**src/rtl/axi_read_arbiter_if.sv**
```systemverilog
// Bundle of requester-side ports and the AXI AR/R channel pair for axi_read_arbiter.
// The master modport is the arbiter's view; slave is the requesters' and interconnect's view.
interface axi_read_arbiter_if #(
  parameter int NUM_REQ = 3
);
  logic [NUM_REQ-1:0]    req_valid;
  logic [32*NUM_REQ-1:0] req_addr;
  logic [8*NUM_REQ-1:0]  req_len;
  logic [3*NUM_REQ-1:0]  req_size;
  logic [NUM_REQ-1:0]    req_ready;
  logic [NUM_REQ-1:0]    resp_valid;
  logic                  resp_last;
  logic                  resp_err;
  logic [31:0]           resp_data;
  logic                  protocol_err;

  logic [3:0]            arid;
  logic [31:0]           araddr;
  logic [7:0]            arlen;
  logic [2:0]            arsize;
  logic [1:0]            arburst;
  logic [1:0]            arlock;
  logic [3:0]            arcache;
  logic [2:0]            arprot;
  logic                  arvalid;
  logic                  arready;

  logic [3:0]            rid;
  logic [31:0]           rdata;
  logic [1:0]            rresp;
  logic                  rlast;
  logic                  rvalid;
  logic                  rready;

  modport master (
    input  req_valid, req_addr, req_len, req_size, arready,
           rid, rdata, rresp, rlast, rvalid,
    output req_ready, resp_valid, resp_last, resp_err, resp_data, protocol_err,
           arid, araddr, arlen, arsize, arburst, arlock, arcache, arprot, arvalid,
           rready
  );

  modport slave (
    output req_valid, req_addr, req_len, req_size, arready,
           rid, rdata, rresp, rlast, rvalid,
    input  req_ready, resp_valid, resp_last, resp_err, resp_data, protocol_err,
           arid, araddr, arlen, arsize, arburst, arlock, arcache, arprot, arvalid,
           rready
  );
endinterface

```
**src/rtl/axi_read_arbiter.sv**
```systemverilog
// Round-robin scheduler sharing one AXI AR/R channel pair among NUM_REQ read requesters.
// ARID carries the requester index; R beats are steered back by RID with per-ID beat tracking.
module axi_read_arbiter #(
  parameter int NUM_REQ = 3
) (
  input  logic               clk,
  input  logic               resetn,
  axi_read_arbiter_if.master bus
);

  localparam int IW = (NUM_REQ > 2) ? 2 : 1;
  typedef logic [IW-1:0] idx_t;

  logic [NUM_REQ-1:0] outstanding;
  logic [NUM_REQ-1:0] eligible;
  logic [7:0]         cnt   [NUM_REQ];
  logic [7:0]         len_q [NUM_REQ];
  idx_t               last_grant;
  idx_t               grant_idx;
  idx_t               rid_idx;
  logic               grant_vld;
  logic               slot_free;
  logic               rid_ok;
  logic               rready;
  logic               beat;
  logic               err_now;
  logic               protocol_err;
  logic [NUM_REQ-1:0] req_ready;
  logic [NUM_REQ-1:0] resp_valid;
  logic [31:0]        sel_addr;
  logic               unused_addr_hi;
  int                 rr_idx;

  logic               arvalid;
  logic [3:0]         arid;
  logic [31:0]        araddr;
  logic [7:0]         arlen;
  logic [2:0]         arsize;

  assign eligible  = bus.req_valid & ~outstanding;
  assign slot_free = !arvalid || bus.arready;

  // Search starts one past the previous winner so every requester gets a turn.
  always_comb begin
    grant_vld = 1'b0;
    grant_idx = '0;
    rr_idx    = 0;
    if (slot_free) begin
      for (int k = 1; k <= NUM_REQ; k++) begin
        rr_idx = (int'(last_grant) + k) % NUM_REQ;
        if (!grant_vld && eligible[idx_t'(rr_idx)]) begin
          grant_vld = 1'b1;
          grant_idx = idx_t'(rr_idx);
        end
      end
    end
  end

  always_comb begin
    req_ready = '0;
    if (grant_vld) req_ready[grant_idx] = 1'b1;
  end

  assign sel_addr       = bus.req_addr[32*int'(grant_idx) +: 32];
  assign unused_addr_hi = ^sel_addr[31:29];

  assign rid_ok  = bus.rid < 4'(NUM_REQ);
  assign rid_idx = idx_t'(bus.rid);
  assign rready  = rid_ok && outstanding[rid_idx];
  assign beat    = bus.rvalid && rready;

  always_comb begin
    resp_valid = '0;
    if (beat) resp_valid[rid_idx] = 1'b1;
  end

  // A beat is well-formed only when rlast coincides with reaching the granted length.
  assign err_now = (bus.rvalid && !rready) ||
                   (beat && (bus.rlast != (cnt[rid_idx] == len_q[rid_idx])));

  always_ff @(posedge clk or negedge resetn) begin
    if (!resetn) begin
      arvalid      <= 1'b0;
      arid         <= '0;
      araddr       <= '0;
      arlen        <= '0;
      arsize       <= '0;
      outstanding  <= '0;
      last_grant   <= idx_t'(NUM_REQ - 1);
      protocol_err <= 1'b0;
      for (int i = 0; i < NUM_REQ; i++) begin
        cnt[i]   <= '0;
        len_q[i] <= '0;
      end
    end else begin
      if (grant_vld) begin
        arvalid    <= 1'b1;
        arid       <= 4'(grant_idx);
        araddr     <= {3'b000, sel_addr[28:0]};
        arlen      <= bus.req_len[8*int'(grant_idx) +: 8];
        arsize     <= bus.req_size[3*int'(grant_idx) +: 3];
        last_grant <= grant_idx;
      end else if (bus.arready) begin
        arvalid <= 1'b0;
      end

      if (err_now) protocol_err <= 1'b1;

      for (int i = 0; i < NUM_REQ; i++) begin
        if (grant_vld && grant_idx == idx_t'(i)) begin
          outstanding[i] <= 1'b1;
          cnt[i]         <= '0;
          len_q[i]       <= bus.req_len[8*i +: 8];
        end else if (beat && rid_idx == idx_t'(i)) begin
          cnt[i] <= cnt[i] + 8'd1;
          if (bus.rlast) outstanding[i] <= 1'b0;
        end
      end
    end
  end

  assign bus.req_ready    = req_ready;
  assign bus.resp_valid   = resp_valid;
  assign bus.resp_last    = beat && bus.rlast;
  assign bus.resp_err     = beat && (bus.rresp != 2'b00);
  assign bus.resp_data    = bus.rdata;
  assign bus.protocol_err = protocol_err;
  assign bus.rready       = rready;
  assign bus.arvalid      = arvalid;
  assign bus.arid         = arid;
  assign bus.araddr       = araddr;
  assign bus.arlen        = arlen;
  assign bus.arsize       = arsize;
  assign bus.arburst      = 2'b01;
  assign bus.arlock       = 2'b00;
  assign bus.arcache      = 4'b0000;
  assign bus.arprot       = 3'b000;

endmodule

```
**src/flat_wrapper.sv**
```systemverilog
// flat-port wrapper written by rule: the top's interface ports become plain ports
module axi_read_arbiter_flat 
#(
  parameter int NUM_REQ = 3
)
  (clk, resetn, bus_req_valid, bus_req_addr, bus_req_len, bus_req_size, bus_arready, bus_rid, bus_rdata, bus_rresp, bus_rlast, bus_rvalid, bus_req_ready, bus_resp_valid, bus_resp_last, bus_resp_err, bus_resp_data, bus_protocol_err, bus_arid, bus_araddr, bus_arlen, bus_arsize, bus_arburst, bus_arlock, bus_arcache, bus_arprot, bus_arvalid, bus_rready);
  axi_read_arbiter_if #(.NUM_REQ(NUM_REQ)) bus_i ();
  input  logic clk;
  input  logic resetn;
  input wire logic [$bits(bus_i.req_valid)-1:0] bus_req_valid;
  input wire logic [$bits(bus_i.req_addr)-1:0] bus_req_addr;
  input wire logic [$bits(bus_i.req_len)-1:0] bus_req_len;
  input wire logic [$bits(bus_i.req_size)-1:0] bus_req_size;
  input wire logic [$bits(bus_i.arready)-1:0] bus_arready;
  input wire logic [$bits(bus_i.rid)-1:0] bus_rid;
  input wire logic [$bits(bus_i.rdata)-1:0] bus_rdata;
  input wire logic [$bits(bus_i.rresp)-1:0] bus_rresp;
  input wire logic [$bits(bus_i.rlast)-1:0] bus_rlast;
  input wire logic [$bits(bus_i.rvalid)-1:0] bus_rvalid;
  output wire logic [$bits(bus_i.req_ready)-1:0] bus_req_ready;
  output wire logic [$bits(bus_i.resp_valid)-1:0] bus_resp_valid;
  output wire logic [$bits(bus_i.resp_last)-1:0] bus_resp_last;
  output wire logic [$bits(bus_i.resp_err)-1:0] bus_resp_err;
  output wire logic [$bits(bus_i.resp_data)-1:0] bus_resp_data;
  output wire logic [$bits(bus_i.protocol_err)-1:0] bus_protocol_err;
  output wire logic [$bits(bus_i.arid)-1:0] bus_arid;
  output wire logic [$bits(bus_i.araddr)-1:0] bus_araddr;
  output wire logic [$bits(bus_i.arlen)-1:0] bus_arlen;
  output wire logic [$bits(bus_i.arsize)-1:0] bus_arsize;
  output wire logic [$bits(bus_i.arburst)-1:0] bus_arburst;
  output wire logic [$bits(bus_i.arlock)-1:0] bus_arlock;
  output wire logic [$bits(bus_i.arcache)-1:0] bus_arcache;
  output wire logic [$bits(bus_i.arprot)-1:0] bus_arprot;
  output wire logic [$bits(bus_i.arvalid)-1:0] bus_arvalid;
  output wire logic [$bits(bus_i.rready)-1:0] bus_rready;
  assign bus_i.req_valid = bus_req_valid;
  assign bus_i.req_addr = bus_req_addr;
  assign bus_i.req_len = bus_req_len;
  assign bus_i.req_size = bus_req_size;
  assign bus_i.arready = bus_arready;
  assign bus_i.rid = bus_rid;
  assign bus_i.rdata = bus_rdata;
  assign bus_i.rresp = bus_rresp;
  assign bus_i.rlast = bus_rlast;
  assign bus_i.rvalid = bus_rvalid;
  assign bus_req_ready = bus_i.req_ready;
  assign bus_resp_valid = bus_i.resp_valid;
  assign bus_resp_last = bus_i.resp_last;
  assign bus_resp_err = bus_i.resp_err;
  assign bus_resp_data = bus_i.resp_data;
  assign bus_protocol_err = bus_i.protocol_err;
  assign bus_arid = bus_i.arid;
  assign bus_araddr = bus_i.araddr;
  assign bus_arlen = bus_i.arlen;
  assign bus_arsize = bus_i.arsize;
  assign bus_arburst = bus_i.arburst;
  assign bus_arlock = bus_i.arlock;
  assign bus_arcache = bus_i.arcache;
  assign bus_arprot = bus_i.arprot;
  assign bus_arvalid = bus_i.arvalid;
  assign bus_rready = bus_i.rready;
  axi_read_arbiter #(.NUM_REQ(NUM_REQ)) u_core (.clk(clk), .resetn(resetn), .bus(bus_i));
endmodule
```
**config.mk**
```make
export PLATFORM = sky130hd
export DESIGN_NAME = axi_read_arbiter_flat
export DESIGN_NICKNAME = d
export VERILOG_FILES = /design/src/rtl/axi_read_arbiter_if.sv /design/src/rtl/axi_read_arbiter.sv /design/src/flat_wrapper.sv
export SDC_FILE = /design/constraint.sdc
export NUM_CORES = 1
export LEC_CHECK = 0
export BUFFER_PORTS_ARGS = -buffer_cell sky130_fd_sc_hd__buf_2
export CORE_MARGIN = 1.5
export CORE_UTILIZATION = 42
export DETAILED_ROUTE_END_ITERATION = 8
export HOLD_SLACK_MARGIN = 0.06
export PLACE_DENSITY = 0.77
export SLEW_MARGIN = 15
export SYNTH_ARGS = -nofsm -noshare
export SYNTH_HDL_FRONTEND = slang
export SYNTH_SLANG_ARGS = --single-unit
```
**constraint.sdc**
```tcl
create_clock -name clk -period 2.44 [get_ports clk]
set_clock_uncertainty 0.1 [all_clocks]
set_input_delay 0.122 -clock clk [delete_from_list [all_inputs] [get_ports clk]]
set_output_delay 0.122 -clock clk [all_outputs]
set_load 0.05 [all_outputs]
```
==> results_dict.tcl <==
set metrics [dict create \
    nets 1047 \
    start_util_pct 42.9 \
    post-route-min-period_ns 2.57 \
    synth_seq_cells 96 \
    rsz0062_at_grt "yes" \
    netlist_instances 552 \
    postRouteAntennaNets 0 \
    seq_area_frac_synth_pct 42.3 \
    r2r_slack_ns -0.13 \
    cts_made_buffers 9 \
    holdPathStages 3 \
    clkTransAtPathRegs_ns 0.07 \
    setup_viol 57 \
    min-delay-start "bus_arready" \
    finalWirelength_mm 20.4 \
    max_freq_mhz 389 \
    crit_path_top_delay_cell "dfrtp_1" \
    violations "setup timing" \
    synth.distinct_cells 55 \
    grt_max_degree 44 \
    critical_path_class "flip-flop to flip-flop" \
    maxCapViolCount 0 \
    reg2reg_depth 10 \
    synth_flop_cell "dfrtp_1" \
    yosys_warnings 0 \
    gp_congestion 0.823 \
    synth_top_cell_by_area "dfrtp_1" \
    holdCritPathClass "input pin to flip-flop" \
    h-tree-depth 3 \
    start_kind "flip-flop" \
    worstPathCellList "inv_1 > ha_2 > and3b_2 > a2111oi_4 > buf_4 > nor2_4 > o31a_1 > buf_12 > o21ai_0 > a22oi_2" \
    worst_path_largest_cell_delay_ns 0.38 \
    tritoncts "yes" \
    crit_family "compound AO/OA/AOI/OAI gates" \
    clock_latency_ns 0.34 \
    die_h_microns 119 \
    antenna_found_initial 1 \
    setup_tns_ns -3.19 \
    drv_slew 0 \
    avgSynthCellArea_sq_um 10.3 \
    final_cell_count_no_fill 1049 \
    io_pins 276 \
    relSlewSlack_pct 62.2 \
    hold_violations 0 \
    power.density_nw_per_um2 1370 \
    cp-end-kind "flip-flop" \
    syn_to_final_growth_pct 55.9 \
    peakVddDrop_uv 1080 \
    status "finished, violations left" \
    grt_overflow 0 \
    drive_above_1_share_pct 38.0 \
    synth_top_area_share_pct 41.9 \
    cp_max_fo 33 \
    vias 5769 \
    dp_cells 882 \
    dpl.hpwl_mm 10.8 \
    synth_edf_count 0 \
    r2r_start "u_core.last_grant[0]" \
    drtIter0Drc 414 \
    cts_sinks 96 \
    vias_per_cell 5.50 \
    fin_util_pct 66.9 \
    dp_slack_ns -0.0692 \
    die_area_sq_um 14200 \
    drc 0 \
    netlist_area_sq_um 5680 \
    cts_buffer_depth 2 \
    die_w_microns 119 \
    reg2reg_to "u_core.bus.araddr[16]" \
    leakage_nw 4.13 \
    tightestPinTransition_ns 0.567 \
    synthTopCellsByArea "dfrtp_1, mux2i_1, buf_4" \
    worstPathRequired_ns 2.56 \
    grtUsageTotal_pct 27.0 \
    grt_pass1_wl_mm 30.1 \
    rows 42 \
    critPathLaunch "u_core.last_grant[0]" \
    root_buffer "clkbuf_16" \
    critical_path_buf_inv_count 3 \
    grt_pass1_vias 5909 \
    min_to "u_core.bus.arvalid" \
    drt_first_pass_iters 5 \
    io_buffers 186 \
    fin_crit_sh_pct 105 \
    timing.final.ws_setup_ns -0.132 \
    async_reset_ff_share_pct 100 \
    arrival_ns 2.69 \
    power.total_mw 12.2 \
    core_area_sq_um 13200 \
    wl_per_cell_microns 19.4 \
]
[cells by family (layout without fill, tap and decap cells)]
kind of cell	count (synthesis)	after routing	synth area share [%]
AOI/OAI and AO/OA	126	126	16.3
adders and majority gates	6	6	1.32
and+or+nand+nor	126	126	10.6
DFF	96	96	42.3
buffers and inverters	85	390	9.93
muxes	80	80	14.6
other	2	18	0.132
xor gates and xnor gates	31	31	4.78
[tightest hold or removal path, cell delays in order]
cell     delay, ns
buf_2         0.10
nor2b_1       0.15
or4_1         0.14
[cell usage in the layout, fill, tap and decap left out, types with 4 or more instances in the layout]
cell type / n
dlygate4sd3_1: 120
o2bb2ai_1: 14
nand2_2: 4
clkbuf_16: 11
mux2_4: 12
ha_1: 4
inv_1: 4
mux2_2: 11
mux2i_2: 8
buf_2: 182
a22oi_2: 9
a21o_1: 5
nor2_1: 32
buf_8: 8
nand4_1: 9
xor2_1: 18
mux2i_1: 47
a22oi_1: 32
buf_4: 38
buf_12: 15
nand2b_1: 4
o21ai_0: 35
nor2b_1: 6
buf_6: 4
xnor2_1: 13
nand2_1: 45
and3_1: 8
conb_1: 16
dfrtp_1: 95
o21ai_1: 8
[area by class of cell]
class | count | area (sq um)
antenna | 2 | 5.00
clock inverter | 7 | 95.1
sequential | 96 | 2400
tap | 176 | 220
multi-input combinational | 385 | 2970
timing repair buffer | 369 | 2910
clock buffer | 9 | 225
inverter | 5 | 18.8
fill | 957 | 4390
[state kept, by name, summed over array words and instances (netlist names)]
name / count
u_core.bus.araddr: 29
u_core.bus.arid: 1
u_core.bus.arlen: 8
u_core.bus.arsize: 3
u_core.bus.arvalid: 1
u_core.bus.protocol_err: 1
u_core.cnt: 24
u_core.last_grant: 2
u_core.len_q: 24
u_core.outstanding: 3
[report_power, final]
| part | total, mW | internal, mW | switching [mW] |
|---|---|---|---|
| sequential | 2.74 | 2.30 | 0.446 |
| combinational | 7.89 | 3.23 | 4.66 |
| clock | 1.53 | 0.900 | 0.633 |
| total | 12.2 | 6.43 | 5.74 |
[layer usage]
layer	vias to the layer above	wire length, microns	global-route usage, %
met5	-	0	0
met4	0	1030	13.3
met3	100	1660	7.04
met2	365	10200	46.6
met1	2758	7470	31.0
li1	2546	-	-
[Yosys cell counts (2+ instances only)]
| cell | n |
|---|---|
| dfrtp_1 | 95 |
| mux2i_1 | 57 |
| buf_4 | 51 |
| nand2_1 | 50 |
| a22oi_1 | 41 |
| o21ai_0 | 35 |
| nor2_1 | 33 |
| mux2_2 | 22 |
| xor2_1 | 18 |
| o2bb2ai_1 | 14 |
| xnor2_1 | 13 |
| buf_2 | 12 |
| clkbuf_1 | 9 |
| nand4_1 | 9 |
| and3_1 | 8 |
| o21ai_1 | 8 |
| ha_1 | 6 |
| nor2b_1 | 6 |
| a21o_1 | 5 |
| buf_6 | 5 |
| inv_1 | 5 |
| nand2b_1 | 4 |
| a21oi_1 | 3 |
| nor3b_1 | 3 |
| a2111oi_4 | 2 |
| and3b_1 | 2 |
| and4_1 | 2 |
| buf_1 | 2 |
| conb_1 | 2 |
| o211a_1 | 2 |
| o21bai_1 | 2 |
| o31a_1 | 2 |
| or2_2 | 2 |
[per-stage QoR]
stage	hold slack, ns	area (sq um)
floorplan	-0.274	5760
global placement	0.0527	6760
detailed placement	0.0514	6760
CTS	0.0679	8540
global route	0.130	8850
finish	0.109	8850
[timing repair]
action                                  CTS  global route
pin swaps                                 6            11
endpoints found under the hold margin   109             0
endpoints found under the setup margin   43            87
resized for setup                        27            47
cloned                                    1             4
hold buffers                            120             0
setup buffers                            16            11
[worst max path at each step]
| stage | to | depth (start not counted) |
|---|---|---|
| 6_report | u_core.bus.araddr[16] | 10 |
| 5_1_grt | u_core.bus.araddr[16] | 10 |
| 4_1_cts | bus_req_ready[2] | 9 |
| 3_5_place_dp | u_core.bus.araddr[9] | 9 |
| 3_3_place_gp | u_core.len_q[2] | 8 |
| 2_1_floorplan | u_core.len_q[6] | 9 |
Note: power is estimated with default switching activity, not from simulation.
